[src/rtl/pipe_pkg.sv]
// Shared types and helpers for the elastic pipeline register chain.
// Boundary payload structs are packed into the chain's in_data bus.
package pipe_pkg;

    typedef struct packed {
        logic [31:0] pc;
        logic [31:0] instr;
    } ifId_t;

    typedef struct packed {
        logic [31:0] pc;
        logic [31:0] rs1Val;
        logic [31:0] rs2Val;
        logic [31:0] imm;
        logic [4:0]  rd;
        logic [3:0]  aluOp;
    } idEx_t;

    typedef struct packed {
        logic [31:0] aluResult;
        logic [31:0] storeData;
        logic [4:0]  rd;
        logic        memRead;
        logic        memWrite;
    } exMem_t;

    typedef struct packed {
        logic [31:0] result;
        logic [4:0]  rd;
        logic        regWrite;
    } memWb_t;

    // Width needed to count 0..stages valid slots.
    function automatic int occW(input int stages);
        return $clog2(stages + 1);
    endfunction

    // Adds b to a, clamping at 2^w-1 (w up to 64).
    function automatic logic [63:0] satAdd(input logic [63:0] a,
                                           input logic [63:0] b,
                                           input int          w);
        logic [64:0] sum;
        logic [63:0] maxVal;
        maxVal = (w >= 64) ? '1 : ((64'd1 << w) - 64'd1);
        sum    = {1'b0, a} + {1'b0, b};
        if (sum > {1'b0, maxVal})
            return maxVal;
        return sum[63:0];
    endfunction

endpackage

[src/rtl/pipe_slot.sv]
// One register slot of the chain: flush beats load, load beats drain, else hold.
// The data register is only written on reset, flush or load.
module pipe_slot #(
    parameter int               WIDTH      = 16,
    parameter logic [WIDTH-1:0] RESET_DATA = '0
) (
    input  logic             clk,
    input  logic             reset,
    input  logic             load,
    input  logic             advance,
    input  logic             flush,
    input  logic [WIDTH-1:0] loadData,
    output logic             valid,
    output logic [WIDTH-1:0] data
);

    always_ff @(posedge clk) begin
        if (reset || flush)
            valid <= 1'b0;
        else if (load)
            valid <= 1'b1;
        else if (advance)
            valid <= 1'b0;
    end

    always_ff @(posedge clk) begin
        if (reset || flush)
            data <= RESET_DATA;
        else if (load)
            data <= loadData;
    end

endmodule

[src/rtl/pipe_stage_chain.sv]
// Elastic valid/ready register chain with per-slot flush, bubble collapse,
// occupancy report and a saturating count of flushed items.
module pipe_stage_chain
    import pipe_pkg::*;
#(
    parameter int               WIDTH      = 16,
    parameter int               STAGES     = 4,
    parameter int               CNT_W      = 16,
    parameter logic [WIDTH-1:0] RESET_DATA = '0
) (
    input  logic                        clk,
    input  logic                        reset,
    input  logic                        in_valid,
    output logic                        in_ready,
    input  logic [WIDTH-1:0]            in_data,
    input  logic [STAGES-1:0]           flush,
    output logic                        out_valid,
    input  logic                        out_ready,
    output logic [WIDTH-1:0]            out_data,
    output logic [STAGES-1:0]           stage_valid,
    output logic [occW(STAGES)-1:0]     occupancy,
    output logic [CNT_W-1:0]            flush_count
);

    localparam int OCC_W = occW(STAGES);

    logic [STAGES-1:0] v;
    logic [STAGES-1:0] adv;
    logic [STAGES-1:0] load;
    logic [STAGES-1:0] discard;
    logic [WIDTH-1:0]  d        [STAGES];
    logic [WIDTH-1:0]  loadData [STAGES];
    logic              accept;
    logic [OCC_W-1:0]  discCnt;
    logic [CNT_W-1:0]  flushCnt;

    // A slot advances when the consumer takes it, or when any slot below it is
    // empty: the empty slot pulls, which collapses bubbles under back-pressure.
    always_comb begin
        logic downFull;
        adv      = '0;
        downFull = 1'b1;
        for (int i = STAGES - 1; i >= 0; i--) begin
            adv[i]   = v[i] & (out_ready | ~downFull);
            downFull = downFull & v[i];
        end
    end

    assign in_ready = ~v[0] | adv[0];
    assign accept   = in_valid & in_ready;

    generate
        for (genvar gi = 0; gi < STAGES; gi++) begin : gSlot
            if (gi == 0) begin : gEntry
                assign load[gi]     = accept;
                assign loadData[gi] = in_data;
            end else begin : gInner
                assign load[gi]     = adv[gi-1];
                assign loadData[gi] = d[gi-1];
            end

            // Lost item: something that would occupy this slot next cycle.
            assign discard[gi] = flush[gi] & (load[gi] | (v[gi] & ~adv[gi]));

            pipe_slot #(
                .WIDTH      (WIDTH),
                .RESET_DATA (RESET_DATA)
            ) uSlot (
                .clk      (clk),
                .reset    (reset),
                .load     (load[gi]),
                .advance  (adv[gi]),
                .flush    (flush[gi]),
                .loadData (loadData[gi]),
                .valid    (v[gi]),
                .data     (d[gi])
            );
        end
    endgenerate

    always_comb begin
        occupancy = '0;
        discCnt   = '0;
        for (int i = 0; i < STAGES; i++) begin
            occupancy = occupancy + OCC_W'(v[i]);
            discCnt   = discCnt + OCC_W'(discard[i]);
        end
    end

    always_ff @(posedge clk) begin
        if (reset)
            flushCnt <= '0;
        else
            flushCnt <= CNT_W'(satAdd(64'(flushCnt), 64'(discCnt), CNT_W));
    end

    assign out_valid   = v[STAGES-1];
    assign out_data    = d[STAGES-1];
    assign stage_valid = v;
    assign flush_count = flushCnt;

endmodule

[config.mk]
export PLATFORM = sky130hd
export DESIGN_NAME = pipe_stage_chain
export DESIGN_NICKNAME = d
export VERILOG_FILES = /design/src/rtl/pipe_pkg.sv /design/src/rtl/pipe_slot.sv /design/src/rtl/pipe_stage_chain.sv
export SDC_FILE = /design/constraint.sdc
export NUM_CORES = 1
export LEC_CHECK = 0
export BUFFER_PORTS_ARGS = -buffer_cell sky130_fd_sc_hd__buf_4
export CAP_MARGIN = 10
export CORE_ASPECT_RATIO = 1.75
export CORE_MARGIN = 3
export CORE_UTILIZATION = 49
export CTS_CLUSTER_DIAMETER = 40
export DETAILED_ROUTE_END_ITERATION = 6
export PLACE_DENSITY = 0.75
export SETUP_SLACK_MARGIN = 0.15
export SLEW_MARGIN = 20
export SYNTH_ARGS = -nofsm -noshare
export SYNTH_HDL_FRONTEND = slang
export SYNTH_SLANG_ARGS = --single-unit
[constraint.sdc]
create_clock -name clk -period 3.2 [get_ports clk]
set_input_delay 0.64 -clock clk [delete_from_list [all_inputs] [get_ports clk]]
set_output_delay 0.64 -clock clk [all_outputs]
set_load 0.01 [all_outputs]
==> results.cfg <==
[outcome]
status = complete, no violations

[worst_setup_path]
cp_max_fo = 4
timing_worst_setup_path_type = input pin to flip-flop
end_kind = flip-flop
start_kind = input pin
worst_r2r_path_depth = 12
r2r-start = gSlot[3].uSlot.valid
rrSetupSlack_ps = 370
required_ps = 3420
cp.arrival_ps = 3060
timing.rr.end = flush_count[8]

[global_routing]
antenna_found_initial = 0
grt.met2_usage = 0.334
grt_max_degree = 21
grt_util_all_layers = 0.179
grt_pass1_wl_mm = 11.9
first_global_vias = 2678
grt_use_met3 = 0.0359
busiest_layer = met2
grt.overflow.total = 0
use_met1 = 0.175

[sta]
post-route-period-util = 0.890
slew_viol_final = 0
slew_headroom = 0.353
clock_skew_ps = 3.71
finalWorstPathRequiredPeriod_ps = 2850
finalSetupViolCount = 0
rsz0062_at_grt = false
worstMarginPinSlew_ps = 969
fmax_mhz = 351
hold_viol = 0
timing.setup.tns_ps = 0

[detailed_routing]
routed_wl_mm = 7.00
dr.pass1.iters = 5
ant_nets = 0
avgViaCountPerCell = 5.03
detail_route.wl_per_cell_um = 12.7
drtIter0Drc = 135
num_vias = 2771
route.detailed.drc = 0

[clock_tree]
root_buffer = clkbuf_16
postCtsSetupBuffers = 0
cts_max_level = 3
cts_tree = yes
path_clk_slew_ps = 60
cts.sinks = 84
cts_buffer_depth = 2
ctsHoldBuffers = 0
cts_resized = 0
clk-insertion-delay-late_ps = 330
cts_buffers = 9

[cells_and_area]
area_delta_synth_final_pct = 20.2
diodes = 0
nNetsFinal = 494
fin_cells = 551
fin_util = 0.608
drive_gt1_frac = 0.221

[place]
port_buffers = 64
detailed_place_hpwl_mm = 5.40
routabilityCongestion = 0.877
dp.cells = 536

[logic_synthesis]
ys_async_sr_fraction = 0
yosys-top-cells-count = 122 x nand2_1, 84 x dfxtp_1, 80 x a21oi_1, 20 x buf_4, 20 x nand3_1
synth_top_area_cell = dfxtp_1
yosysWarnings = 0
synth_nets = 455
synthesis.area_um2 = 3500
ys_types = 42
synth_ff_type = dfxtp_1
synth_top_family_by_area = simple AND/OR/NAND/NOR gates
muxShareOfSynthArea = 0
ys_seq_area_frac = 0.481
synthSimpleGateAreaFrac = 0.242
synth_edf_count = 0
synth_compound_area_frac = 0.133
syn_inst = 424
synth_top_area_frac = 0.481
synth_xor_area_frac = 0.0251
synth-seq-cells = 84
synth_area_per_cell_um2 = 8.24
yosysMostFrequentCell = nand2_1
synthTopCellsByArea = dfxtp_1 48%, nand2_1 13%, a21oi_1 11%, buf_4 4.3%, nand3_1 2.9%
synthAdderAreaFrac = 0.0336

[hold_path]
min_path_type = flip-flop to flip-flop
whs_endpoint = gSlot[2].uSlot.data[8]
hold-path-cell-count = 2
hp-start = gSlot[1].uSlot.data[8]

[job]
cap_violations = 0

[floorplan]
die_w_um = 69.9
io_pins = 65
die_area_um2 = 8220
row_count = 40
start_util = 0.506
die_y_um = 118
coreArea_um2 = 6910

[power_and_ir_drop]
power_leakage_nw = 1.62
power.density_nw_per_um2 = 516
max-vdd-ir-drop_v = 0.000272
## how the worst max path moves through the flow
stage	from	to	slack (ps)	cells after the start
4_1_cts	out_ready	flush_count[8]	320	12
6_report	out_ready	flush_count[8]	350	12
2_1_floorplan	out_ready	flush_count[11]	170	12
3_3_place_gp	out_ready	flush_count[0]	10	12
3_5_place_dp	out_ready	flush_count[8]	-30	12
5_1_grt	gSlot[3].uSlot.valid	flush_count[10]	170	12
## flip-flops by register name, summed over array words and instances, names as in the netlist
register           count
gSlot.uSlot.data      64
flush_count           16
gSlot.uSlot.valid      4
## worst max-delay path, stage by stage
cell	delay (ps)
buf_4	120
and4b_1	260
a21oi_1	80
nand2b_1	160
fa_1	480
inv_1	50
fa_2	350
fa_2	420
buf_12	150
nand4_1	90
xor2_1	160
a21oi_1	80
## stage by stage
| step | worst slack [ps] | hold slack (ps) | area, µm² | power [W] |
|---|---|---|---|---|
| after floorplan | 168 | 432 | 3510 | 0.00114 |
| after global placement | 9.97 | 439 | 3900 | 0.00119 |
| after detailed placement | -34.1 | 443 | 3900 | 0.00119 |
| after CTS | 316 | 451 | 4200 | 0.00219 |
| after global routing | 173 | 462 | 4200 | 0.00225 |
| final | 353 | 449 | 4200 | 0.00217 |
## power breakdown
group | switching (W) | total (W) | internal, W | leakage (nW)
combinational | 0.0000555 | 0.0000986 | 0.0000430 | 0.804
clock | 0.000384 | 0.00100 | 0.000619 | 0.138
sequential | 0.00000772 | 0.00106 | 0.00106 | 0.678
total | 0.000447 | 0.00217 | 0.00172 | 1.62
## cell type report
| class | count | area, µm² |
|---|---|---|
| Fill cell | 621 | 2710 |
| Sequential cell | 84 | 1680 |
| Multi-Input combinational cell | 286 | 1530 |
| Timing Repair Buffer | 71 | 546 |
| Clock buffer | 11 | 243 |
| Tap cell | 84 | 105 |
| Clock inverter | 4 | 50.0 |
| Inverter | 11 | 41.3 |
## layer usage
metal  wire length [µm]  vias up
met2               3760       73
met4                270        0
met1               2660     1221
met5                  0        -
met3                307       18
li1                   -     1459
## layout by cell type, fill, tap and decap left out, types with 3 or more instances in the layout
| cell type | count |
|---|---|
| a21oi_1 | 80 |
| nor2_1 | 7 |
| or2_2 | 4 |
| nand4_1 | 5 |
| buf_4 | 70 |
| xnor2_1 | 3 |
| dfxtp_1 | 84 |
| clkbuf_16 | 9 |
| ha_1 | 3 |
| nand2_1 | 121 |
| nor2b_1 | 4 |
| nand3_1 | 20 |
| xor2_1 | 7 |
| inv_1 | 11 |
## logic make-up after synthesis
logic type,count (synthesis)
XOR/XNOR,10
AND/OR/NAND/NOR,181
AO/OA/AOI/OAI,88
flip-flops,84
adder cells (fa/ha/maj),7
buffers and inverters,54
Power figures use the tool's default switching activity.
